[src/rtl/minimac2_tx_if.sv]
// minimac2 MII transmit framer port bundle: start/status, buffer
// read port and MII transmit pins, all in the phy_tx_clk domain.
interface minimac2_tx_if;
  logic        tx_start;
  logic [10:0] tx_count;
  logic        tx_busy;
  logic        tx_done;
  logic [10:0] txb_adr;
  logic [7:0]  txb_dat;
  logic        phy_tx_en;
  logic [3:0]  phy_tx_data;

  modport master (
    input  tx_start,
    input  tx_count,
    input  txb_dat,
    output tx_busy,
    output tx_done,
    output txb_adr,
    output phy_tx_en,
    output phy_tx_data
  );

  modport slave (
    output tx_start,
    output tx_count,
    output txb_dat,
    input  tx_busy,
    input  tx_done,
    input  txb_adr,
    input  phy_tx_en,
    input  phy_tx_data
  );
endinterface

[src/rtl/minimac2_tx.sv]
// minimac2 MII transmit framer: preamble, SFD, data nibbles, IFG.
// Define MINIMAC2_TX_CRC_EN to append a hardware-generated CRC-32 FCS.
module minimac2_tx #(
  parameter int PREAMBLE_NIBBLES = 15,
  parameter int IFG_NIBBLES      = 24
) (
  input logic           phy_tx_clk,
  input logic           phy_tx_rst_n,
  minimac2_tx_if.master bus
);

`ifdef MINIMAC2_TX_CRC_EN
  typedef enum logic [2:0] {
    S_IDLE, S_PRE, S_DATA, S_CRC, S_IFG
  } state_t;
`else
  typedef enum logic [2:0] {
    S_IDLE, S_PRE, S_DATA, S_IFG
  } state_t;
`endif

  localparam int CM0 =
    (PREAMBLE_NIBBLES > IFG_NIBBLES) ?
    PREAMBLE_NIBBLES : IFG_NIBBLES;
  localparam int CMAX = (CM0 > 8) ? CM0 : 8;
  localparam int CW   = $clog2(CMAX + 1);

  state_t      state_q, state_d;
  logic [CW-1:0] cnt_q, cnt_d;
  logic        hi_q, hi_d;
  logic [3:0]  nib_q, nib_d;
  logic [10:0] len_q, len_d;
  logic [10:0] adr_q, adr_d;
  logic        en_q, en_d;
  logic [3:0]  dat_q, dat_d;
  logic        busy_q, busy_d;
  logic        done_q, done_d;
  logic        load_lo;
  logic        data_end;

`ifdef MINIMAC2_TX_CRC_EN
  logic [31:0] crc_q, crc_d;

  // Reflected CRC-32, one nibble per call, LSB first.
  function automatic logic [31:0] crc_nib(
    input logic [31:0] c,
    input logic [3:0]  n
  );
    logic [31:0] r;
    r = c ^ {28'h0, n};
    for (int i = 0; i < 4; i++) begin
      if (r[0]) r = (r >> 1) ^ 32'hEDB8_8320;
      else      r = r >> 1;
    end
    return r;
  endfunction
`endif

  always_comb begin
    state_d  = state_q;
    cnt_d    = cnt_q;
    hi_d     = hi_q;
    nib_d    = nib_q;
    len_d    = len_q;
    adr_d    = adr_q;
    en_d     = 1'b0;
    dat_d    = 4'h0;
    done_d   = 1'b0;
    load_lo  = 1'b0;
    data_end = 1'b0;
`ifdef MINIMAC2_TX_CRC_EN
    crc_d    = crc_q;
`endif

    unique case (state_q)
      S_IDLE: begin
        cnt_d = '0;
        if (bus.tx_start) begin
          if (bus.tx_count != 11'd0) begin
            state_d = S_PRE;
            len_d   = bus.tx_count;
            adr_d   = 11'd0;
            en_d    = 1'b1;
            dat_d   = 4'h5;
`ifdef MINIMAC2_TX_CRC_EN
            crc_d   = 32'hFFFF_FFFF;
`endif
          end else begin
            done_d = 1'b1;
          end
        end
      end
      S_PRE: begin
        en_d  = 1'b1;
        cnt_d = cnt_q + 1'b1;
        if (cnt_q == CW'(PREAMBLE_NIBBLES - 1))
          dat_d = 4'hD;
        else if (cnt_q == CW'(PREAMBLE_NIBBLES))
          load_lo = 1'b1;
        else
          dat_d = 4'h5;
      end
      S_DATA: begin
        if (!hi_q) begin
          hi_d  = 1'b1;
          en_d  = 1'b1;
          dat_d = nib_q;
`ifdef MINIMAC2_TX_CRC_EN
          crc_d = crc_nib(crc_q, nib_q);
`endif
        end else if (adr_q == len_q) begin
          data_end = 1'b1;
        end else begin
          load_lo = 1'b1;
        end
      end
`ifdef MINIMAC2_TX_CRC_EN
      S_CRC: begin
        if (cnt_q == CW'(7)) begin
          state_d = S_IFG;
          cnt_d   = '0;
        end else begin
          cnt_d = cnt_q + 1'b1;
          en_d  = 1'b1;
          dat_d = ~crc_q[3:0];
          crc_d = {4'h0, crc_q[31:4]};
        end
      end
`endif
      S_IFG: begin
        // The last gap cycle is already IDLE so a new start is taken.
        if (cnt_q == CW'(IFG_NIBBLES - 2)) begin
          state_d = S_IDLE;
          done_d  = 1'b1;
        end else begin
          cnt_d = cnt_q + 1'b1;
        end
      end
      default: state_d = S_IDLE;
    endcase

    // Byte is read while its low nibble goes out; the RAM then
    // has a full cycle to return the next address.
    if (load_lo) begin
      state_d = S_DATA;
      hi_d    = 1'b0;
      en_d    = 1'b1;
      dat_d   = bus.txb_dat[3:0];
      nib_d   = bus.txb_dat[7:4];
      adr_d   = adr_q + 11'd1;
`ifdef MINIMAC2_TX_CRC_EN
      crc_d   = crc_nib(crc_q, bus.txb_dat[3:0]);
`endif
    end

    if (data_end) begin
      cnt_d = '0;
`ifdef MINIMAC2_TX_CRC_EN
      state_d = S_CRC;
      en_d    = 1'b1;
      dat_d   = ~crc_q[3:0];
      crc_d   = {4'h0, crc_q[31:4]};
`else
      state_d = S_IFG;
`endif
    end

    busy_d = (state_d != S_IDLE);
  end

  always_ff @(posedge phy_tx_clk or negedge phy_tx_rst_n) begin
    if (!phy_tx_rst_n) begin
      state_q <= S_IDLE;
      cnt_q   <= '0;
      hi_q    <= 1'b0;
      nib_q   <= 4'h0;
      len_q   <= 11'd0;
      adr_q   <= 11'd0;
      en_q    <= 1'b0;
      dat_q   <= 4'h0;
      busy_q  <= 1'b0;
      done_q  <= 1'b0;
`ifdef MINIMAC2_TX_CRC_EN
      crc_q   <= 32'hFFFF_FFFF;
`endif
    end else begin
      state_q <= state_d;
      cnt_q   <= cnt_d;
      hi_q    <= hi_d;
      nib_q   <= nib_d;
      len_q   <= len_d;
      adr_q   <= adr_d;
      en_q    <= en_d;
      dat_q   <= dat_d;
      busy_q  <= busy_d;
      done_q  <= done_d;
`ifdef MINIMAC2_TX_CRC_EN
      crc_q   <= crc_d;
`endif
    end
  end

  assign bus.tx_busy     = busy_q;
  assign bus.tx_done     = done_q;
  assign bus.txb_adr     = adr_q;
  assign bus.phy_tx_en   = en_q;
  assign bus.phy_tx_data = dat_q;

endmodule

[src/flat_wrapper.sv]
// flat-port wrapper written by rule: the top's interface ports become plain ports
module minimac2_tx_flat 
#(
  parameter int PREAMBLE_NIBBLES = 15,
  parameter int IFG_NIBBLES      = 24
)
  (phy_tx_clk, phy_tx_rst_n, bus_tx_start, bus_tx_count, bus_txb_dat, bus_tx_busy, bus_tx_done, bus_txb_adr, bus_phy_tx_en, bus_phy_tx_data);
  minimac2_tx_if bus_i ();
  input logic phy_tx_clk;
  input logic phy_tx_rst_n;
  input wire logic [$bits(bus_i.tx_start)-1:0] bus_tx_start;
  input wire logic [$bits(bus_i.tx_count)-1:0] bus_tx_count;
  input wire logic [$bits(bus_i.txb_dat)-1:0] bus_txb_dat;
  output wire logic [$bits(bus_i.tx_busy)-1:0] bus_tx_busy;
  output wire logic [$bits(bus_i.tx_done)-1:0] bus_tx_done;
  output wire logic [$bits(bus_i.txb_adr)-1:0] bus_txb_adr;
  output wire logic [$bits(bus_i.phy_tx_en)-1:0] bus_phy_tx_en;
  output wire logic [$bits(bus_i.phy_tx_data)-1:0] bus_phy_tx_data;
  assign bus_i.tx_start = bus_tx_start;
  assign bus_i.tx_count = bus_tx_count;
  assign bus_i.txb_dat = bus_txb_dat;
  assign bus_tx_busy = bus_i.tx_busy;
  assign bus_tx_done = bus_i.tx_done;
  assign bus_txb_adr = bus_i.txb_adr;
  assign bus_phy_tx_en = bus_i.phy_tx_en;
  assign bus_phy_tx_data = bus_i.phy_tx_data;
  minimac2_tx #(.PREAMBLE_NIBBLES(PREAMBLE_NIBBLES), .IFG_NIBBLES(IFG_NIBBLES)) u_core (.phy_tx_clk(phy_tx_clk), .phy_tx_rst_n(phy_tx_rst_n), .bus(bus_i));
endmodule
[config.mk]
export PLATFORM = sky130hd
export DESIGN_NAME = minimac2_tx_flat
export DESIGN_NICKNAME = d
export VERILOG_FILES = /design/src/rtl/minimac2_tx_if.sv /design/src/rtl/minimac2_tx.sv /design/src/flat_wrapper.sv
export SDC_FILE = /design/constraint.sdc
export NUM_CORES = 1
export LEC_CHECK = 0
export CORE_MARGIN = 1.5
export CORE_UTILIZATION = 51
export CTS_CLUSTER_SIZE = 28
export DETAILED_ROUTE_END_ITERATION = 8
export PLACE_DENSITY = 0.78
export REMOVE_ABC_BUFFERS = 1
export SYNTH_ARGS = -nofsm -noshare
export SYNTH_HDL_FRONTEND = slang
export SYNTH_SLANG_ARGS = --single-unit
[constraint.sdc]
create_clock -name phy_tx_clk -period 2.4 [get_ports phy_tx_clk]
set_input_delay 0.6 -clock phy_tx_clk [delete_from_list [all_inputs] [get_ports phy_tx_clk]]
set_output_delay 0.6 -clock phy_tx_clk [all_outputs]
set_load 0.05 [all_outputs]
* Word-level counts from Yosys, hierarchy flattened
Index checks and enable logic that the tools add are counted.
** Storage, ports and cells
- Register bits after elaboration :: 42
- RAM bits :: 0
- Memories kept :: 0
- Input port bits :: 22
- Bits in read-only memories :: 0
- Latch bits :: 0
- Word-level logic and storage cells :: 71
- Output and inout port bits :: 18
** Operators by class
- Multipliers :: 0
- Shift-type cells :: 0
- Reduce and logical (&&, ||, !) cells :: 12
- Order comparisons :: 0
- Eq/ne operators :: 8
- Add/subtract/negate cells :: 2
- Bitwise operators :: 0
- Muxes and demuxes :: 39
- Divide/modulo/power cells :: 0
** Operators by type and width (count)
- 11-bit 2-to-1 mux :: 4
- 3-bit 2-to-1 mux :: 7
- 1-bit 2-to-1 mux :: 16
- 4-bit 2-to-1 mux :: 4
- 5-bit case mux with 3 select lines :: 1
- 4-bit case mux with 3 select lines :: 1
- 11-bit by 1-bit adder with 11-bit output (second input constant) :: 1
- 11-bit equality test :: 1
- 11-bit nonzero test :: 1
- 5-bit by 4-bit equality test with 1-bit output (second input constant) :: 2
- 5-bit 2-to-1 mux :: 2
- 3-bit case mux with 3 select lines :: 1
- 2-bit nonzero test :: 4
- 3-bit by 2-bit equality test with 1-bit output (second input constant) :: 2
- 3-bit AND reduction :: 2
- 5-bit by 1-bit adder with 5-bit output (second input constant) :: 1
- 5-bit equality test (second input constant) :: 1
- 1-bit case mux with 2 select lines :: 2
- 4-bit nonzero test :: 1
- 3-bit by 1-bit equality test with 1-bit output (second input constant) :: 1
- 3-bit zero test :: 1
- 3-bit by 2-bit inequality test with 1-bit output (second input constant) :: 1
- 1-bit case mux with 3 select lines :: 1
- 3-bit nonzero test :: 1
- other kinds (2) :: 2

* Depth between registers and ports, before layout
- Word-level depth :: 7
- Mapped depth :: 9

* Worst setup path before layout
No wires, ideal clock.
- Kind :: register to register
- Start :: reg u_core.adr_q[8] (netlist: u_core.bus.txb_adr[8])
- End :: reg u_core.dat_q[0] (netlist: u_core.bus.phy_tx_data[0])
- Data arrival time :: 2042 ps
- Slack :: 232 ps
- Clock period less this slack :: 2168 ps
- Cell stages (with the launch flop) :: 8
- Required time :: 2274 ps
- Cell sequence :: dfrtp_1 > xor2_1 > nor4_2 > a21oi_1 > or2_1 > buf_2 > buf_6 > a221o_1
** On the way
- Longest elaborated chain between the ends :: 5
** Ends and longest elaborated chain
- from (decl) :: RTL line minimac2_tx.sv:33 : logic [10:0] adr_q, adr_d;
- from (signal assigned) :: RTL line minimac2_tx.sv:192 : adr_q <= adr_d;
- 11-bit equality test :: RTL line minimac2_tx.sv:111 : end else if (adr_q == len_q) begin
- 1-bit 2-to-1 mux :: RTL line minimac2_tx.sv:111
- 1-bit 2-to-1 mux :: RTL line minimac2_tx.sv:104 : if (!hi_q) begin
- 1-bit case mux with 2 select lines :: RTL line minimac2_tx.sv:75 : unique case (state_q)
- 4-bit 2-to-1 mux :: RTL line minimac2_tx.sv:144 : if (load_lo) begin
- net u_core.dat_d[0] :: RTL line minimac2_tx.sv:35 : logic [3:0] dat_q, dat_d;
- to (signal assigned) :: RTL line minimac2_tx.sv:194 : dat_q <= dat_d;
- to (decl) :: RTL line minimac2_tx.sv:35
The timed path passes the listed nets, and every way through them passes these cells.
A chain may end at the register's enable or synchronous reset.

* Final worst setup path
- Start :: reg u_core.adr_q[4] (netlist: u_core.bus.txb_adr[4])
- End :: out bus_txb_adr[4]
** RTL lines
- to (decl) :: RTL line flat_wrapper.sv:16 : output wire logic [$bits(bus_i.txb_adr)-1:0] bus_txb_adr;
No word-level cell between the ends.

==> reports/qor.csv <==
metric,value,unit
vias,1615,
fmax,446.3,MHz
wirelength,4149,um
slowest_delay,0.85,ns
final_hold_viol_count,0,
final_util,67.38,%
ys_ff_latch,42,
path_delay_family,buffers and inverters,
hold_buffers,0,
cts_setup_buffers,0,
postCtsResizedCells,0,
arrival,1.64,ns
cpMaxStageDelayCell,clkdlybuf4s50_1,
drcViolationCount,0,
p_leak,1.281,nW
setup_slack,0.1596,ns
synth-main-ff-cell,dfrtp_1,
insertion_delay,0.29,ns
vdd_ir_drop_max,0.0004138,V
synth-edff-count,0,
synthArstFlopShare,100.0,%
core.rowCount,23,
grt_overflow,0,
die_w,67.32,um
r2r_cells,7,
core_area,4000,um^2
cts_max_path_buffers,2,
crit_type,reg -> out,
pre_cts_slack,-0.04880,ns
layout.nets,263,
drt_first_iter_violations,121,
die-area,4531,um^2
grt_pass1_wl,7217,um
syn_to_final_growth,27.76,%
cts_htree_levels,2,
status,"complete, no violations",
worst_hold_path_type,in -> async,
synth_cells,191,
gp_congestion,0.8284,
cts_tree,built,
yosysUniqueCellTypes,41,
portBuffers,39,
drive_above_1_share,15.13,%
placedCellCount,280,
grt_pass1_vias,1576,
p_per_area,588.2,nW/um^2
relSlewSlack,65.75,%
antenna_cells,0,
r2r_setup_slack,0.20,ns
path_buf_inv,1,
synth_warnings,0,
critPathMaxFanout,7,
synth_seq_area_share,49.82,%
avgSynthCellArea,11.04,um^2
firstDrtPassIters,4,
wl_per_cell,14.41,um
startpoint_type,flip-flop,
cts.clk_slew.worst_paths,0.08,ns
synth_area,2110,um^2
dp_hpwl,3007,um
r2r_start,u_core.cnt_q[0],
clock-sinks,42,
grt_max_degree,43,
final_cells,288,
final_common_cell,dfrtp_1,
cts_made_buffers,5,
viasPerCell,5.608,
final_max_slew_viol_count,0,
rsz0062_at_grt,no,
min_period,2.240,ns
finalSetupTns,0,ns
antenna_found_initial,0,
ios,40,
chipHeight,67.32,um
ant_nets,0,
cp-end-kind,primary output,
required,1.80,ns
initial_core_util,52.74,%
fin_skew,0.005369,ns
gr-usage-all-layers,21.38,%
final_cell_mix,"42 x dfrtp_1, 38 x clkdlybuf4s50_1, 15 x mux2_2, 12 x xor2_1",
cp_cell_sequence,clkdlybuf4s50_1,
root_buffer,clkbuf_8,
setup_viol,0,
maxCapViolCount,0,
tightest_slew,0.5122,ns
period_share,93.35,%
reg2reg_to,u_core.bus.phy_tx_data[3],
## worst max path at each step
stage,startpoint,end,cells after the start
floorplan,u_core.bus.txb_adr[6],u_core.nib_q[0],5
global placement,bus_tx_count[4],u_core.bus.phy_tx_data[0],6
detailed placement,bus_tx_count[4],u_core.bus.phy_tx_data[0],6
CTS,u_core.bus.txb_adr[0],bus_txb_adr[0],1
global route,u_core.cnt_q[1],u_core.nib_q[3],7
finish,u_core.bus.txb_adr[4],bus_txb_adr[4],1
## area by class of cell
cell class / instances / area, um^2
Fill cell: 301 / 1305
Tap cell: 50 / 62.56
Sequential cell: 42 / 1051
Clock buffer: 6 / 72.57
Clock inverter: 2 / 37.54
Multi-Input combinational cell: 139 / 1010
Timing Repair Buffer: 46 / 450.4
Inverter: 3 / 11.26
## cell usage after synthesis, drive strengths merged (5+ instances only)
master / instances / area share (%)
dfrtp: 42 / 50
a21o: 6 / 2.1
mux2i: 5 / 2.4
mux2: 16 / 8.5
nand2b: 9 / 2.7
nor3: 6 / 1.7
nand3: 5 / 1.2
nor2: 10 / 1.8
a21oi: 7 / 1.7
o21ai: 7 / 1.7
nand2: 10 / 1.8
xor2: 12 / 5.0
## registers in the layout (all words and copies together), names as in the netlist
signal / flops
u_core.bus.phy_tx_data: 4
u_core.bus.phy_tx_en: 1
u_core.bus.tx_busy: 1
u_core.bus.tx_done: 1
u_core.bus.txb_adr: 11
u_core.cnt_q: 5
u_core.hi_q: 1
u_core.len_q: 11
u_core.nib_q: 4
u_core.state_q: 3
## cell families (layout without fill, tap and decap cells)
kind of cell,Yosys count,count (layout),synth area share (%)
buffers and inverters,10,57,2.313
adders and majority gates,4,4,2.373
AOI/OAI and AO/OA,37,37,12.28
xor gates and xnor gates,12,12,4.982
other,1,1,0.1778
DFF,42,42,49.82
muxes,21,21,10.91
and+or+nand+nor,64,64,17.14
## stage by stage
stage,area [um^2],power [W],hold slack (ns)
after floorplan,2072,0.0009485,0.3044
after global placement,2585,0.001046,0.4796
after detailed placement,2585,0.001052,0.4901
after CTS,2695,0.001602,0.2709
after global routing,2695,0.001657,0.2694
final,2695,0.001585,0.2639
## routing by layer
metal	up-vias	global-route usage (%)	routed length (um)
met2	37	33.17	1963
met3	7	4.500	133
met1	794	29.59	1986
met4	0	7.908	65
li1	777	-	-
met5	-	0	0
## power by group
group | total [W] | switching [W] | internal (W)
registers | 0.000805 | 0.0000424 | 0.000762
clock network | 0.000549 | 0.000239 | 0.000310
logic | 0.000231 | 0.000109 | 0.000122
No activity file was read; power rests on OpenSTA's default activity.
